==> src/rtl/imem_loader_pkg.sv <==
// Shared types and constants for the boot-time instruction-memory loader.
// IMEM_LOADER_CHECKSUM_EN adds the CHECK state to the state enum.
package imem_loader_pkg;

    localparam int HDR_BYTES      = 2;
    localparam int WORD_BYTES     = 4;
    // Stream order: first data byte of each word lands in bits [31:24].
    localparam bit WORD_MSB_FIRST = 1'b1;

`ifdef IMEM_LOADER_CHECKSUM_EN
    typedef enum logic [2:0] {
        ST_IDLE, ST_HDR_HI, ST_HDR_LO, ST_DATA, ST_WRITE, ST_DONE, ST_ERROR, ST_CHECK
    } loader_state_t;
`else
    typedef enum logic [2:0] {
        ST_IDLE, ST_HDR_HI, ST_HDR_LO, ST_DATA, ST_WRITE, ST_DONE, ST_ERROR
    } loader_state_t;
`endif

endpackage

==> src/rtl/imem_loader_if.sv <==
// Byte-stream input and instruction-memory write port of the loader.
// master = loader side, slave = stream source / memory side.
interface imem_loader_if #(
    parameter int ADDR_W = 8
);
    logic [7:0]        byte_data;
    logic              byte_valid;
    logic              byte_ready;
    logic              imem_we;
    logic [ADDR_W-1:0] imem_addr;
    logic [31:0]       imem_wdata;

    modport master (
        input  byte_data, byte_valid,
        output byte_ready, imem_we, imem_addr, imem_wdata
    );

    modport slave (
        output byte_data, byte_valid,
        input  byte_ready, imem_we, imem_addr, imem_wdata
    );
endinterface

==> src/rtl/imem_loader_byte_assembler.sv <==
// Packs accepted stream bytes into a 32-bit word; word_full_o flags the
// shift that completes the current word.
module imem_byte_assembler
    import imem_loader_pkg::*;
(
    input  logic        clk,
    input  logic        reset,
    input  logic        clear_i,
    input  logic        shift_en_i,
    input  logic [7:0]  byte_i,
    output logic [31:0] word_o,
    output logic        word_full_o
);
    localparam int CW = $clog2(WORD_BYTES);

    logic [31:0]   word_q, word_d;
    logic [CW-1:0] cnt_q, cnt_d;

    always_comb begin
        word_d = word_q;
        cnt_d  = cnt_q;
        if (clear_i) begin
            word_d = '0;
            cnt_d  = '0;
        end else if (shift_en_i) begin
            word_d = WORD_MSB_FIRST ? {word_q[23:0], byte_i} : {byte_i, word_q[31:8]};
            cnt_d  = cnt_q + CW'(1);
        end
    end

    always_ff @(posedge clk) begin
        if (reset) begin
            word_q <= '0;
            cnt_q  <= '0;
        end else begin
            word_q <= word_d;
            cnt_q  <= cnt_d;
        end
    end

    assign word_o      = word_q;
    assign word_full_o = shift_en_i && (cnt_q == CW'(WORD_BYTES - 1));

endmodule

==> src/rtl/imem_loader.sv <==
// Boot loader: header count + big-endian words streamed into imem, CPU held
// in reset until the image is complete. IMEM_LOADER_CHECKSUM_EN adds a trailing checksum byte.
module imem_loader
    import imem_loader_pkg::*;
#(
    parameter int ADDR_W = 8,
    parameter int CNT_W  = HDR_BYTES * 8
) (
    input  logic          clk,
    input  logic          reset,
    input  logic          start,
    imem_loader_if.master bus,
    output logic          cpu_reset,
    output logic          busy,
    output logic          done,
    output logic          error
);
    localparam logic [CNT_W:0] CAPACITY = {{CNT_W{1'b0}}, 1'b1} << ADDR_W;

    loader_state_t     state_q, state_d;
    logic [ADDR_W-1:0] idx_q, idx_d;
    logic [7:0]        hdr_hi_q, hdr_hi_d;
    logic [CNT_W-1:0]  n_q, n_d, hdr_n;
    logic              ready_c, accept, we_c, asm_clear, start_load, word_full, last_word;
    logic [31:0]       word;
`ifdef IMEM_LOADER_CHECKSUM_EN
    logic [7:0]        sum_q, sum_d;
`endif

    always_comb begin
        ready_c = 1'b0;
        case (state_q)
            ST_HDR_HI, ST_HDR_LO, ST_DATA: ready_c = 1'b1;
`ifdef IMEM_LOADER_CHECKSUM_EN
            ST_CHECK:                      ready_c = 1'b1;
`endif
            default:                       ready_c = 1'b0;
        endcase
        if (reset) ready_c = 1'b0;
    end

    assign accept    = ready_c && bus.byte_valid;
    assign hdr_n     = CNT_W'({hdr_hi_q, bus.byte_data});
    // Terminal compare happens before the increment, so a full image never wraps idx.
    assign last_word = CNT_W'(idx_q) == (n_q - CNT_W'(1));

    imem_byte_assembler u_asm (
        .clk         (clk),
        .reset       (reset),
        .clear_i     (asm_clear),
        .shift_en_i  (accept && (state_q == ST_DATA)),
        .byte_i      (bus.byte_data),
        .word_o      (word),
        .word_full_o (word_full)
    );

    always_comb begin
        state_d    = state_q;
        idx_d      = idx_q;
        hdr_hi_d   = hdr_hi_q;
        n_d        = n_q;
        asm_clear  = 1'b0;
        we_c       = 1'b0;
        start_load = 1'b0;
        busy       = 1'b1;
        cpu_reset  = 1'b1;
        done       = 1'b0;
        error      = 1'b0;
`ifdef IMEM_LOADER_CHECKSUM_EN
        sum_d      = accept ? sum_q + bus.byte_data : sum_q;
`endif
        case (state_q)
            ST_IDLE: begin
                busy       = 1'b0;
                start_load = start;
            end
            ST_HDR_HI: if (accept) begin
                hdr_hi_d = bus.byte_data;
                state_d  = ST_HDR_LO;
            end
            ST_HDR_LO: if (accept) begin
                n_d = hdr_n;
                if (hdr_n == '0 || {1'b0, hdr_n} > CAPACITY) begin
                    state_d = ST_ERROR;
                end else begin
                    state_d   = ST_DATA;
                    idx_d     = '0;
                    asm_clear = 1'b1;
                end
            end
            ST_DATA: if (word_full) state_d = ST_WRITE;
            ST_WRITE: begin
                we_c = !reset;
                if (last_word) begin
`ifdef IMEM_LOADER_CHECKSUM_EN
                    state_d = ST_CHECK;
`else
                    state_d = ST_DONE;
`endif
                end else begin
                    idx_d   = idx_q + ADDR_W'(1);
                    state_d = ST_DATA;
                end
            end
`ifdef IMEM_LOADER_CHECKSUM_EN
            ST_CHECK: if (accept) state_d = (sum_d == 8'h00) ? ST_DONE : ST_ERROR;
`endif
            ST_DONE: begin
                busy       = 1'b0;
                cpu_reset  = 1'b0;
                done       = 1'b1;
                start_load = start;
            end
            ST_ERROR: begin
                busy       = 1'b0;
                error      = 1'b1;
                start_load = start;
            end
            default: state_d = ST_IDLE;
        endcase
        if (start_load) begin
            state_d   = ST_HDR_HI;
            idx_d     = '0;
            asm_clear = 1'b1;
`ifdef IMEM_LOADER_CHECKSUM_EN
            sum_d     = '0;
`endif
        end
    end

    always_ff @(posedge clk) begin
        if (reset) begin
            state_q  <= ST_IDLE;
            idx_q    <= '0;
            hdr_hi_q <= '0;
            n_q      <= '0;
`ifdef IMEM_LOADER_CHECKSUM_EN
            sum_q    <= '0;
`endif
        end else begin
            state_q  <= state_d;
            idx_q    <= idx_d;
            hdr_hi_q <= hdr_hi_d;
            n_q      <= n_d;
`ifdef IMEM_LOADER_CHECKSUM_EN
            sum_q    <= sum_d;
`endif
        end
    end

    assign bus.byte_ready = ready_c;
    assign bus.imem_we    = we_c;
    assign bus.imem_addr  = idx_q;
    assign bus.imem_wdata = word;

endmodule

==> src/flat_wrapper.sv <==
// flat-port wrapper written by rule: the top's interface ports become plain ports
module imem_loader_flat import imem_loader_pkg::*;
#(
    parameter int ADDR_W = 8,
    parameter int CNT_W  = HDR_BYTES * 8
)
  (clk, reset, start, cpu_reset, busy, done, error, bus_byte_data, bus_byte_valid, bus_byte_ready, bus_imem_we, bus_imem_addr, bus_imem_wdata);
  imem_loader_if #(.ADDR_W(ADDR_W)) bus_i ();
  input  logic clk;
  input  logic reset;
  input  logic start;
  output logic cpu_reset;
  output logic busy;
  output logic done;
  output logic error;
  input wire logic [$bits(bus_i.byte_data)-1:0] bus_byte_data;
  input wire logic [$bits(bus_i.byte_valid)-1:0] bus_byte_valid;
  output wire logic [$bits(bus_i.byte_ready)-1:0] bus_byte_ready;
  output wire logic [$bits(bus_i.imem_we)-1:0] bus_imem_we;
  output wire logic [$bits(bus_i.imem_addr)-1:0] bus_imem_addr;
  output wire logic [$bits(bus_i.imem_wdata)-1:0] bus_imem_wdata;
  assign bus_i.byte_data = bus_byte_data;
  assign bus_i.byte_valid = bus_byte_valid;
  assign bus_byte_ready = bus_i.byte_ready;
  assign bus_imem_we = bus_i.imem_we;
  assign bus_imem_addr = bus_i.imem_addr;
  assign bus_imem_wdata = bus_i.imem_wdata;
  imem_loader #(.ADDR_W(ADDR_W), .CNT_W(CNT_W)) u_core (.clk(clk), .reset(reset), .start(start), .bus(bus_i), .cpu_reset(cpu_reset), .busy(busy), .done(done), .error(error));
endmodule
==> config.mk <==
export PLATFORM = sky130hd
export DESIGN_NAME = imem_loader_flat
export DESIGN_NICKNAME = d
export VERILOG_FILES = /design/src/rtl/imem_loader_pkg.sv /design/src/rtl/imem_loader_if.sv /design/src/rtl/imem_loader_byte_assembler.sv /design/src/rtl/imem_loader.sv /design/src/flat_wrapper.sv
export SDC_FILE = /design/constraint.sdc
export NUM_CORES = 1
export LEC_CHECK = 0
export ABC_AREA = 1
export CORE_UTILIZATION = 57
export CTS_CLUSTER_DIAMETER = 200
export CTS_CLUSTER_SIZE = 8
export DETAILED_ROUTE_END_ITERATION = 6
export PLACE_DENSITY_LB_ADDON = 0.05
export RECOVER_POWER = 25
export SYNTH_ARGS = -nofsm -noshare
export SYNTH_HDL_FRONTEND = slang
export SYNTH_SLANG_ARGS = --single-unit
==> constraint.sdc <==
create_clock -name clk -period 3.1 [get_ports clk]
set_input_delay 0.465 -clock clk [delete_from_list [all_inputs] [get_ports clk]]
set_output_delay 0.465 -clock clk [all_outputs]
set_load 0.01 [all_outputs]
* Word-level counts from Yosys, hierarchy flattened
Index checks and enable logic that the tools add are counted.
** Storage, ports and cells
- Register bits after elaboration :: 69
- Input bits :: 12
- Word-level logic and storage cells :: 69
- Output and inout bits :: 46
** Operators by class
- Order comparisons :: 1
- Reduce and logical (&&, ||, !) cells :: 17
- Add/subtract/negate cells :: 3
- Equality and inequality tests :: 17
- Bitwise operators :: 1
- Multiplexer cells :: 23
** Operators by type and width (number)
- two-way mux 8 bit :: 3
- equality test 8 x 16 -> 1 bit :: 1
- > comparator 16 x 9 -> 1 bit, second input constant :: 1
- logical NOT 16 bit :: 1
- one-hot mux 8 bit (2 select lines) :: 1
- subtractor 16 x 1 -> 16 bit, second input constant :: 1
- two-way mux 3 bit :: 5
- one-hot mux 3 bit (5 select lines) :: 1
- two-way mux 1 bit :: 13
- AND reduction 4 bit :: 3
- equality test 3 bit, second input constant :: 3
- adder 8 x 1 -> 8 bit, second input constant :: 1
- equality test 3 x 2 -> 1 bit, second input constant :: 2
- != test 2 x 1 -> 1 bit, second input constant :: 3
- != test 2 bit, second input constant :: 3
- != test 3 x 1 -> 1 bit, second input constant :: 2
- OR reduction 3 bit :: 2
- AND reduction 2 bit :: 2
- OR reduction 2 bit :: 2
- equality test 3 x 1 -> 1 bit, second input constant :: 1
- logical AND 1 bit :: 3
- logical NOT 3 bit :: 1
- != test 3 x 2 -> 1 bit, second input constant :: 1
- adder 2 x 1 -> 2 bit, second input constant :: 1
- other kinds (5) :: 5

* Longest topological paths before layout
- Word-level depth :: 10
- Gate-level depth with buffers :: 16
- Gate-level depth less buffers :: 16

* By module
From an unflattened synthesis, not the netlist that was laid out.
** Second synthesis, totals
- Cell total of the unflattened synthesis :: 617
- Area total of the unflattened synthesis :: 3895.0 sq um
** Modules (own cells, without submodules)
- imem_loader :: cells each 399, instances 1, seq. area each 700.7 sq um, area each 2463.6 sq um
- imem_byte_assembler :: cells each 218, instances 1, seq. area each 680.7 sq um, area each 1431.4 sq um

* Least setup slack after synthesis
Ideal clock, no wire load.
- Kind :: register -> register
- Start :: reg u_core.state_q[0]
- End :: reg u_core.u_asm.cnt_q[0]
- Setup time :: 116 ps
- Setup slack :: 1312 ps
- Data required time :: 2984 ps
- Path buffers :: 1
- Data arrival time :: 1672 ps
- Stages on the path, launching flop included :: 13
- Cell sequence :: dfxtp_1 -> inv_1 -> nor3_1 -> inv_2 -> nand2_2 -> a21oi_2 -> inv_2 -> nand2_2 -> nand2_4 -> inv_2 -> o21ai_4 -> buf_8 -> nor2_2
** On the way
- Longest elaborated chain between the ends :: 9
- Elaborated cells between the ends (all ways) :: 17
- Those cells by class :: eq/ne (5); mux (6); reduce/logical (6)
** Ends and longest elaborated chain
- start, declared :: RTL line imem_loader.sv:20 : loader_state_t state_q, state_d;
- start signal, assigned :: RTL line imem_loader.sv:141 : state_q <= state_d;
- equality test 3 x 1 -> 1 bit (tied with other cells) :: RTL line imem_loader.sv:32 : case (state_q)
- OR reduction 3 bit :: RTL line imem_loader.sv:32
- two-way mux 1 bit :: RTL line imem_loader.sv:32
- two-way mux 1 bit :: RTL line imem_loader.sv:39 : if (reset) ready_c = 1'b0;
- logical AND 1 bit :: RTL line imem_loader.sv:42 : assign accept = ready_c && bus.byte_valid;
- two-way mux 1 bit :: RTL line imem_loader.sv:81 : ST_HDR_LO: if (accept) begin
- two-way mux 1 bit :: RTL line imem_loader.sv:72 : case (state_q)
- two-way mux 1 bit :: RTL line imem_loader.sv:121 : if (start_load) begin
- OR reduction 2 bit (no source line)
- end signal, assigned :: RTL line imem_loader_byte_assembler.sv:37 : cnt_q <= cnt_d;
- end, declared :: RTL line imem_loader_byte_assembler.sv:17 : logic [CW-1:0] cnt_q, cnt_d;
Several ways; a longest one is shown, not always the timed one.
A chain may end at the register's enable or synchronous reset.

* Worst setup path in the final report
- Start :: in reset
- End :: reg u_core.hdr_hi_q[2]
** On the way
- Longest elaborated chain between the ends :: 3
** Ends and longest elaborated chain
- start, declared :: RTL line flat_wrapper.sv:10 : input logic reset;
- two-way mux 1 bit :: RTL line imem_loader.sv:39
- logical AND 1 bit :: RTL line imem_loader.sv:42
- AND reduction 2 bit (no source line)
- end signal, assigned :: RTL line imem_loader.sv:143 : hdr_hi_q <= hdr_hi_d;
- end, declared :: RTL line imem_loader.sv:22 : logic [7:0] hdr_hi_q, hdr_hi_d;
Several ways; a longest one is shown, not always the timed one.

==> results.yml <==
floorplanning:
  core-area_sq_um: 5960
  die_h_microns: 80.7
  start_util_pct: 59.2
  die_area_sq_um: 6510
  die_x_microns: 80.7
  fp-row-count: 28
  ioPinCount: 58
timing:
  max_slew_margin_pct: 24.4
  finalCritPeriodShare_pct: 82.4
  rsz0062_at_grt: "false"
  skew_ns: 0.0123
  worst_pin_slew_ns: 1.13
  hold_violations: 0
  setup_tns_ns: 0
  finalSetupViolations: 0
  fin_hold_ws_ns: 0.466
  final.min_clock_period_ns: 2.56
  slew_viol_final: 0
  clock.fmax_ghz: 0.391
logic_synthesis:
  synthFlopType: "dfxtp_1"
  synth_fa_ha_area_share_pct: 1.06
  yosys_warnings: 0
  yosys-top-cells-area: "dfxtp_1, nand2_1, nand3_1, a21oi_1, nor2_1"
  synthMuxAreaShare_pct: 0
  avgSynthCellArea_sq_um: 7.10
  yosysTopAreaCellShare_pct: 39.2
  synth_compound_area_share_pct: 16.5
  synthCells: 497
  synthArstFlopShare_pct: 0
  ys_ff_latch: 69
  synth-edff-count: 0
  ys_types: 34
  synth_largest_area_cell: "dfxtp_1"
  syn_nets: 512
  yosysSeqAreaShare_pct: 39.2
  synth_xor_area_share_pct: 3.23
  syn_area_sq_um: 3530
  synth_top_family_by_area: "simple AND/OR/NAND/NOR gates"
  yosys.area_share.simple_pct: 31.5
finish:
  fill_cells: 512
  final_common_cell: "nand2_1"
  layout_common_cells: "nand2_1, dfxtp_1, nand3_1"
  n_antenna_cell: 0
  drive_gt1_share_pct: 12.7
  final_cell_area_sq_um: 4330
  area_growth_pct: 22.7
  final_nets: 563
drt:
  final_antenna_net_count: 0
  viasPerCell: 5.35
  drc_errors: 0
  wl_per_cell_microns: 13.6
  drt-total-wl_mm: 8.52
  vias: 3359
  highest_layer: "met4"
  dr.pass1.iters: 4
  met3_length_microns: 493
  wl_met2_mm: 4.09
  met1Wirelength_mm: 3.74
  drt_iter0_drc: 146
place:
  gp_congestion: 0.843
  io_buffers: 57
  dpl.hpwl_mm: 6.04
  postPlaceCellArea_sq_um: 4110
clocking:
  clk_pin_slew_ns: 0.08
  htree_levels: 3
  cts_resized: 0
  ctsHoldBuffers: 0
  cts-buffers-inserted: 9
  cts_root_buf: "clkbuf_8"
  tritoncts: "done"
  clockBufferDepth: 2
  clk_latency_ns: 0.35
  cts.sinks: 69
  cts_setup_buffers: 0
run:
  maxCapViolCount: 0
global_routing:
  antenna_found_initial: 0
  overflow: 0
  grt_usage_pct: 28.0
  grt_pass1_wl_mm: 13.8
  grt_pass1_vias: 2993
  grt_max_degree: 40
critical_path:
  cp.arrival_ns: 2.78
  crit_required_ns: 3.33
  path_class: "in2reg"
  startpoint_type: "primary input"
  cp_max_fo: 39
  endpoint_kind: "flop"
pwr:
  total_leakage_power_nw: 1.69
  power_density_nw_per_um2: 515
  peakVddDrop_mv: 0.384
worst_hold_path:
  hold_path_class: "reg2reg"
status:
  outcome: "finished, final reports clean"
==> area by class of cell <==
cell class | count | area (sq um) | share of cell area (%)
Tap cell | 75 | 93.8 | 2.17
Inverter | 47 | 176 | 4.08
Sequential cell | 69 | 1380 | 31.9
Clock inverter | 6 | 95.1 | 2.20
Timing Repair Buffer | 62 | 608 | 14.0
Multi-Input combinational cell | 359 | 1850 | 42.7
Clock buffer | 10 | 128 | 2.95
==> cell usage after synthesis, types with 2 or more instances <==
cell type / number
a21oi_1: 48
buf_8: 2
inv_2: 8
nand2_4: 2
nor3_1: 5
nor2_2: 10
nand2_2: 4
o21ai_0: 28
xor2_1: 10
nand2_1: 111
buf_2: 4
dfxtp_1: 69
inv_1: 39
xnor2_1: 3
a21oi_2: 20
nor2_1: 49
clkbuf_1: 12
ha_1: 3
nand4_1: 4
nand3_1: 52
==> cell families (layout without fill, tap and decap cells) <==
family          Yosys count  in the layout
fa+ha+maj                 3              3
compound gates           99             99
simple gates            244            244
xor+xnor                 13             13
buf+inv                  69            125
flops                    69             69
==> worst max-delay path, cell delays in order <==
cell           delay [ns]
dlygate4sd3_1        0.69
nor3b_4              0.29
buf_4                0.41
nand3_1              0.48
o21ai_0              0.38
a21oi_1              0.07
==> metrics by stage <==
step / utilization (%) / std cells / setup slack (ns) / total power [W]
finish: 72.7 / 628 / 0.544 / 0.00223
global route: 72.7 / 628 / 0.344 / 0.00234
CTS: 72.7 / 628 / 0.639 / 0.00224
detailed placement: 68.9 / 612 / 0.292 / 0.00143
global placement: 68.9 / 612 / 0.276 / 0.00142
floorplan: - / 497 / 1.31 / 0.00133
==> sequential cells by signal, indices dropped and copies added (netlist names) <==
name and cells:
u_core.u_asm.word_o 32, u_core.u_asm.cnt_q 2, u_core.hdr_hi_q 8, u_core.bus.imem_addr 8
u_core.n_q 16, u_core.state_q 3
==> path summary, 6_finish.rpt <==
kind                             end  cells after the start               startpoint  slack [ns]
max reg2reg       u_core.hdr_hi_q[2]                      8        u_core.state_q[1]        0.73
min reg2reg  u_core.u_asm.word_o[25]                      2  u_core.u_asm.word_o[25]        0.47
max               u_core.hdr_hi_q[2]                      6                    reset        0.54
min          u_core.u_asm.word_o[25]                      2  u_core.u_asm.word_o[25]        0.47
==> power by group <==
part	switching (W)	total, W	internal (W)
combinational	0.000328	0.000479	0.000151
clock	0.000355	0.000815	0.000460
sequential	0.0000243	0.000933	0.000909
==> layer usage <==
layer | GRT usage, % | up-vias
met1 | 34.2 | 1541
li1 | - | 1715
met2 | 45.3 | 85
met4 | 11.1 | 0
met3 | 9.09 | 18
met5 | 0 | -
Power figures use the tool's default switching activity.
